--- config.mk ---
export PLATFORM = sky130hd
export DESIGN_NAME = divide_by_n_5
export DESIGN_NICKNAME = d
export VERILOG_FILES = /design/src/rtl/divide_by_n_5.sv
export SDC_FILE = /design/constraint.sdc
export NUM_CORES = 1
export LEC_CHECK = 0
export ABC_AREA = 1
export ABC_CLOCK_PERIOD_IN_PS = 2800
export BUFFER_PORTS_ARGS = -buffer_cell sky130_fd_sc_hd__clkbuf_2
export CORE_MARGIN = 4
export CORE_UTILIZATION = 55
export CTS_BUF_LIST = sky130_fd_sc_hd__clkbuf_4
export CTS_CLUSTER_DIAMETER = 60
export DETAILED_ROUTE_END_ITERATION = 7
export PLACE_DENSITY = 0.79
export SYNTH_ARGS = -nofsm -noshare
export SYNTH_HDL_FRONTEND = slang
export SYNTH_SLANG_ARGS = --single-unit
--- constraint.sdc ---
create_clock -name clockin -period 2.8 [get_ports clockin]
set_input_delay 0.56 -clock clockin [delete_from_list [all_inputs] [get_ports clockin]]
set_output_delay 0.56 -clock clockin [all_outputs]
set_load 0.01 [all_outputs]
--- src/rtl/divide_by_n_5.sv ---
// divide_by_n_5: run-time programmable fractional clock divider.
// clockout has a period of H half-cycles of clockin. It is high for ceil(H/2)
// half-cycles and low for floor(H/2). A posedge counter walks a double period
// (H full clockin cycles, i.e. two output periods). The output is the OR of
// one posedge-registered term and one negedge-registered term.
module divide_by_n_5 #(
  parameter int WIDTH            = 4,
  parameter int DEFAULT_HALF_DIV = 3
) (
  input  logic             clockin,
  input  logic             reset,
  input  logic             en,
  input  logic [WIDTH-1:0] half_div,
  input  logic             div_load,
  output logic             clockout,
  output logic             div_pending,
  output logic [WIDTH-1:0] half_div_active
);

  localparam logic [WIDTH-1:0] DEF_H = WIDTH'(DEFAULT_HALF_DIV);
  localparam logic [WIDTH-1:0] MIN_H = WIDTH'(3);

  // Ideal output level in half-cycle t of a double period (t in 0..2H).
  function automatic logic level_at(input logic [WIDTH:0] t, input logic [WIDTH-1:0] h);
    logic [WIDTH:0] hx;
    logic [WIDTH:0] ph;
    logic [WIDTH:0] hi_len;
    hx     = {1'b0, h};
    ph     = (t >= hx) ? (t - hx) : t;
    hi_len = (hx + (WIDTH+1)'(1)) >> 1;
    return ph < hi_len;
  endfunction

  // A contributor registered at edge t stays up for half-cycles t and t+1,
  // so it may only be high when both are high. High runs are at least two
  // half-cycles long, so the OR of the two contributors reproduces the
  // ideal level. Each contributor changes only on its own edge, so the two
  // never move on the same edge and the output cannot glitch.
  function automatic logic hold_high(input logic [WIDTH:0] t, input logic [WIDTH-1:0] h);
    return level_at(t, h) & level_at(t + (WIDTH+1)'(1), h);
  endfunction

  function automatic logic [WIDTH-1:0] clamp_div(input logic [WIDTH-1:0] h);
    return (h < MIN_H) ? MIN_H : h;
  endfunction

  logic [WIDTH-1:0] cnt_q, cnt_d;
  logic             run_q, run_d;
  logic             stop_q, stop_d;
  logic             pos_q, pos_d;
  logic             neg_q, neg_d;
  logic [WIDTH-1:0] act_q, act_d;
  logic             pend_q, pend_d;
  logic [WIDTH-1:0] pval_q, pval_d;
  logic [WIDTH-1:0] cnt_inc;
  logic             bnd;

  assign cnt_inc = cnt_q + WIDTH'(1);
  // Every idle posedge counts as a boundary, so a restart always begins a fresh double period.
  assign bnd     = !run_q || (cnt_q == (act_q - WIDTH'(1)));

  // Posedge next-state: counter, run/stop control, divisor hand-over, posedge contributor.
  always_comb begin
    cnt_d  = cnt_q;
    run_d  = run_q;
    stop_d = stop_q;
    pos_d  = 1'b0;
    act_d  = act_q;
    pend_d = pend_q;
    pval_d = pval_q;
    if (bnd) begin
      // The value pending before this edge governs it; a same-edge load waits.
      if (pend_q) begin
        act_d  = pval_q;
        pend_d = 1'b0;
      end
      stop_d = 1'b0;
      cnt_d  = '0;
      if (run_q && (stop_q || !en)) begin
        run_d = 1'b0;
      end else if (en) begin
        run_d = 1'b1;
        pos_d = 1'b1;
      end else begin
        run_d = 1'b0;
      end
    end else begin
      cnt_d = cnt_inc;
      pos_d = hold_high({cnt_inc, 1'b0}, act_q);
      // A low en seen anywhere inside the double period stops it at its end.
      if (!en) begin
        stop_d = 1'b1;
      end
    end
    if (div_load) begin
      pval_d = clamp_div(half_div);
      pend_d = 1'b1;
    end
  end

  // Posedge state register with synchronous reset.
  always_ff @(posedge clockin) begin
    if (reset) begin
      cnt_q  <= '0;
      run_q  <= 1'b0;
      stop_q <= 1'b0;
      pos_q  <= 1'b0;
      act_q  <= DEF_H;
      pend_q <= 1'b0;
      pval_q <= DEF_H;
    end else begin
      cnt_q  <= cnt_d;
      run_q  <= run_d;
      stop_q <= stop_d;
      pos_q  <= pos_d;
      act_q  <= act_d;
      pend_q <= pend_d;
      pval_q <= pval_d;
    end
  end

  // Negedge contributor covers the odd half-cycle of the current posedge cycle.
  always_comb begin
    neg_d = run_q & hold_high({cnt_q, 1'b1}, act_q);
  end

  // Negedge shadow register, reset synchronously on its own edge.
  always_ff @(negedge clockin) begin
    if (reset) begin
      neg_q <= 1'b0;
    end else begin
      neg_q <= neg_d;
    end
  end

  assign clockout        = pos_q | neg_q;
  assign div_pending     = pend_q;
  assign half_div_active = act_q;

endmodule

-- After elaboration in Yosys (flattened, before gate mapping)
Cells that the tools add are included.
- add/sub/neg operators: 9
- reductions and logical operators: 8
- mux-type cells: 10
- bitwise logic cells: 4
- equal/unequal tests: 1
- order comparisons: 9
- operator list (operator ; count):
    $ge A5 B4 Y1 ; 4
    $lt A5 B4 Y1 ; 4
    $mux W5 ; 4
    $sub A5 B4 Y5 ; 4
    $add A5 B1 Y5 const B ; 2
    $add A4 B1 Y5 const B ; 1
    $mux W1 ; 5
    $add A4 B1 Y4 const B ; 1
    $eq A4 B4 Y1 ; 1
    $lt A4 B2 Y1 const B ; 1
    $mux W4 ; 1
    $sub A4 B1 Y4 const B ; 1
    $and A1 B1 Y1 ; 3
    $logic_not A1 Y1 ; 2
    $logic_or A1 B1 Y1 ; 2
    $reduce_and A2 Y1 ; 1
    $reduce_bool A2 Y1 ; 1
    $reduce_or A2 Y1 ; 1
    $logic_and A1 B1 Y1 ; 1
    $or A1 B1 Y1 ; 1
- flip-flop bits (word level): 17
- input bits: 8

-- Logic depth before layout (Yosys ltp)
- word-level depth: 7
- mapped depth: 19
- mapped depth without buffers: 19

==> run metrics <==
CTS Root Cell=clkbuf_4; R2R Path Start=cnt_q[0]; CTS tree=yes; Die Y-Extent=~60 um; area delta synth->final=36.8%; via count=1673; cell area after synthesis=1560 um2; Starting Density=0.571; WP data arrival=2750 ps; top_reg_cell synth=dfxtp_1; R2R depth=15; first-pass GRT wire length=6250 um; placer's final routability congestion estimate=between 0.9 and 1; Post-DRT Antenna Nets=0; antenna cells=0; Total GRT Usage=0.228; GRT overflow=0; Setup CP Type=register to register; status=finished, violations left; Final #Nets=316; ys async rst share=0; Die W=61.3 um; PD cells=461 nW/um2; share of cells above drive strength 1=0.359; total power=0.000985 W; max incr delay on CP=380 ps; HP Class=input port to register; Yosys top cell by area=dfxtp_1; Core Region=between 2000 and 3000 um2; largest net degree at the start of global routing=12; Slew @ Worst Pin=~230 ps; Synth Area per Inst=6.91 um2; Std-Cell Rows=19; CTS max path bufs=2; Pre-antenna DRT Iters=4; Max transition margin=0.843; Starting DRT DRC Count=74; TritonCTS buffer count=3; violated checks=setup timing; Post-DP HPWL=3240 um; number of remaining DRC errors=0; EDFF count, synth=0; Pins Over Slew Limit=0; Reg2Reg Setup Slack=-1060 ps; YS warnings=0; HP Start=reset; RSZ-0062 raised after global routing=true; slowest CP cell=dfxtp_4; sw frac=0.404; max_cap viols=0; Setup WS post-layout=-1060 ps; most instantiated library cell after synthesis=nand2_1; synth unique cells=31; Pint=0.000587 W; Fillers=194; Comb pwr share=0.581; Vias/cell=5.31; startpoint types=register; Final Hold Vio Count=0; Worst-path clk slew=110 ps; fin area=approximately 2100 um2; H-tree Lvls=1; post-synth top area share=0.218; Clock Latency Late Sink=360 ps; worst-path cell chain=ha_4 > ha_4 > a21oi_4 > nand2_2 > nand2_2 > nand3_4 > nand2_1 > o21ai_1 > ha_1 > a21oi_2 > o21ai_1 > a21oi_1 > a21boi_2 > nand2_1 > a21oi_2; footprint of the multi-input gates=1190 um2; CTS Hold Bufs=0; reg2reg end=neg_q; vias in the first global route=1457; CP max FO=7; Synth Net Count=257; FF+latch area=around 350 um2; sequential share of the synthesized area=0.218; Worst Path Required=1690 ps; maximum VDD drop=0.422 mV; sequential share of power=0.272; Leak=1.09 nW; Clk pwr share=0.147; die area=3760 um2; Clock Sink Count=17; Top Ports=14; Clock Skew=approximately 61 ps; Critical Path End=neg_q; most instantiated cells after synthesis=63 x nand2_1, 25 x inv_1, 20 x ha_1; Mapped Cells=226; Cell Area, Placed=2010 um2; mean routed wirelength per cell=13.1 um; final setup vio count=2; worst setup path startpoint=cnt_q[0]; initial antenna violation count=0; Psw=0.000398 W; top post-synthesis cells by area=dfxtp_1 22%, ha_1 16%, nand2_1 15%; routed wire length=about 4100 um; Port Buf Inserts=13; Seq cells post-synth=17; CP Capture Type=register; Hold Slack=roughly 440 ps
-- logic make-up after synthesis --
logic type,Yosys count,share of synthesized area
flops,17,0.218
buf+inv,33,0.0849
simple gates,112,0.328
fa+ha+maj,23,0.199
xor+xnor,6,0.0337
compound gates,34,0.130
mux,1,0.00721
-- final cells by class --
class	instances	area share
Timing Repair Buffer	57	0.190
Clock buffer	3	0.0105
Tap cell	31	0.0182
Clock inverter	2	0.00410
Multi-Input combinational cell	176	0.558
Sequential cell	17	0.164
Inverter	29	0.0551
-- stage by stage --
step / utilization / TNS [ps] / cells / setup slack (ps)
global placement: 0.736 / -994 / 307 / -994
finish: 0.781 / -1230 / 315 / -1060
CTS: 0.761 / -1200 / 314 / -981
detailed placement: 0.736 / -1070 / 307 / -1070
global route: 0.781 / -1380 / 315 / -1190
floorplan: - / -988 / 226 / -988
-- cells in the final DEF, fill, tap and decap left out, types with 9 or more instances in the layout --
cell / count
a21oi_1: 9
inv_1: 22
o21ai_0: 10
nor2_1: 19
buf_4: 43
clkbuf_2: 12
nand3_1: 13
ha_1: 16
nand2_1: 59
dfxtp_1: 13
-- worst max-delay path, delay by kind of cell (launching register included) --
| kind | cells | cell delay, ps |
|---|---|---|
| and+or+nand+nor | 5 | 430 |
| adders and majority gates | 3 | 830 |
| DFF | 1 | 380 |
| AOI/OAI and AO/OA | 7 | 830 |
-- power groups by stage --
| stage | Sequential, W | Clock, W | Combinational (W) |
|---|---|---|---|
| floorplan | 0.000280 | 0.00000447 | 0.000321 |
| global placement | 0.000272 | 0.00000447 | 0.000483 |
| detailed placement | 0.000273 | 0.00000447 | 0.000498 |
| CTS | 0.000267 | 0.000146 | 0.000531 |
| global route | 0.000270 | 0.000153 | 0.000632 |
| finish | 0.000268 | 0.000145 | 0.000572 |
-- state kept, by name (all words and copies together) (netlist names) --
| signal | count |
|---|---|
| div_pending | 1 |
| pval_q | 4 |
| pos_q | 1 |
| stop_q | 1 |
| cnt_q | 4 |
| half_div_active | 4 |
| neg_q | 1 |
| run_q | 1 |
-- worst min-delay path by stage --
| stage | end | slack (ps) | cells past startpoint |
|---|---|---|---|
| floorplan | stop_q | 430 | 2 |
| global placement | stop_q | 450 | 2 |
| detailed placement | stop_q | 450 | 2 |
| CTS | run_q | 430 | 2 |
| global route | run_q | 450 | 2 |
| finish | run_q | 440 | 2 |
-- routing by layer --
metal,global-route usage,share of wire,vias up
li1,-,-,855
met2,0.381,0.48,45
met3,0.0335,0.045,11
met5,0,0,-
met1,0.296,0.45,762
met4,0.0836,0.025,0
-- what timing repair did --
| action | CTS | global route |
|---|---|---|
| gates cloned | 0 | 0 |
| gates resized for setup | 7 | 12 |
| pin swaps | 5 | 6 |
| buffers inserted | 3 | 1 |
| endpoints found under the setup margin | 3 | 3 |
No activity file was read; power rests on OpenSTA's default activity.
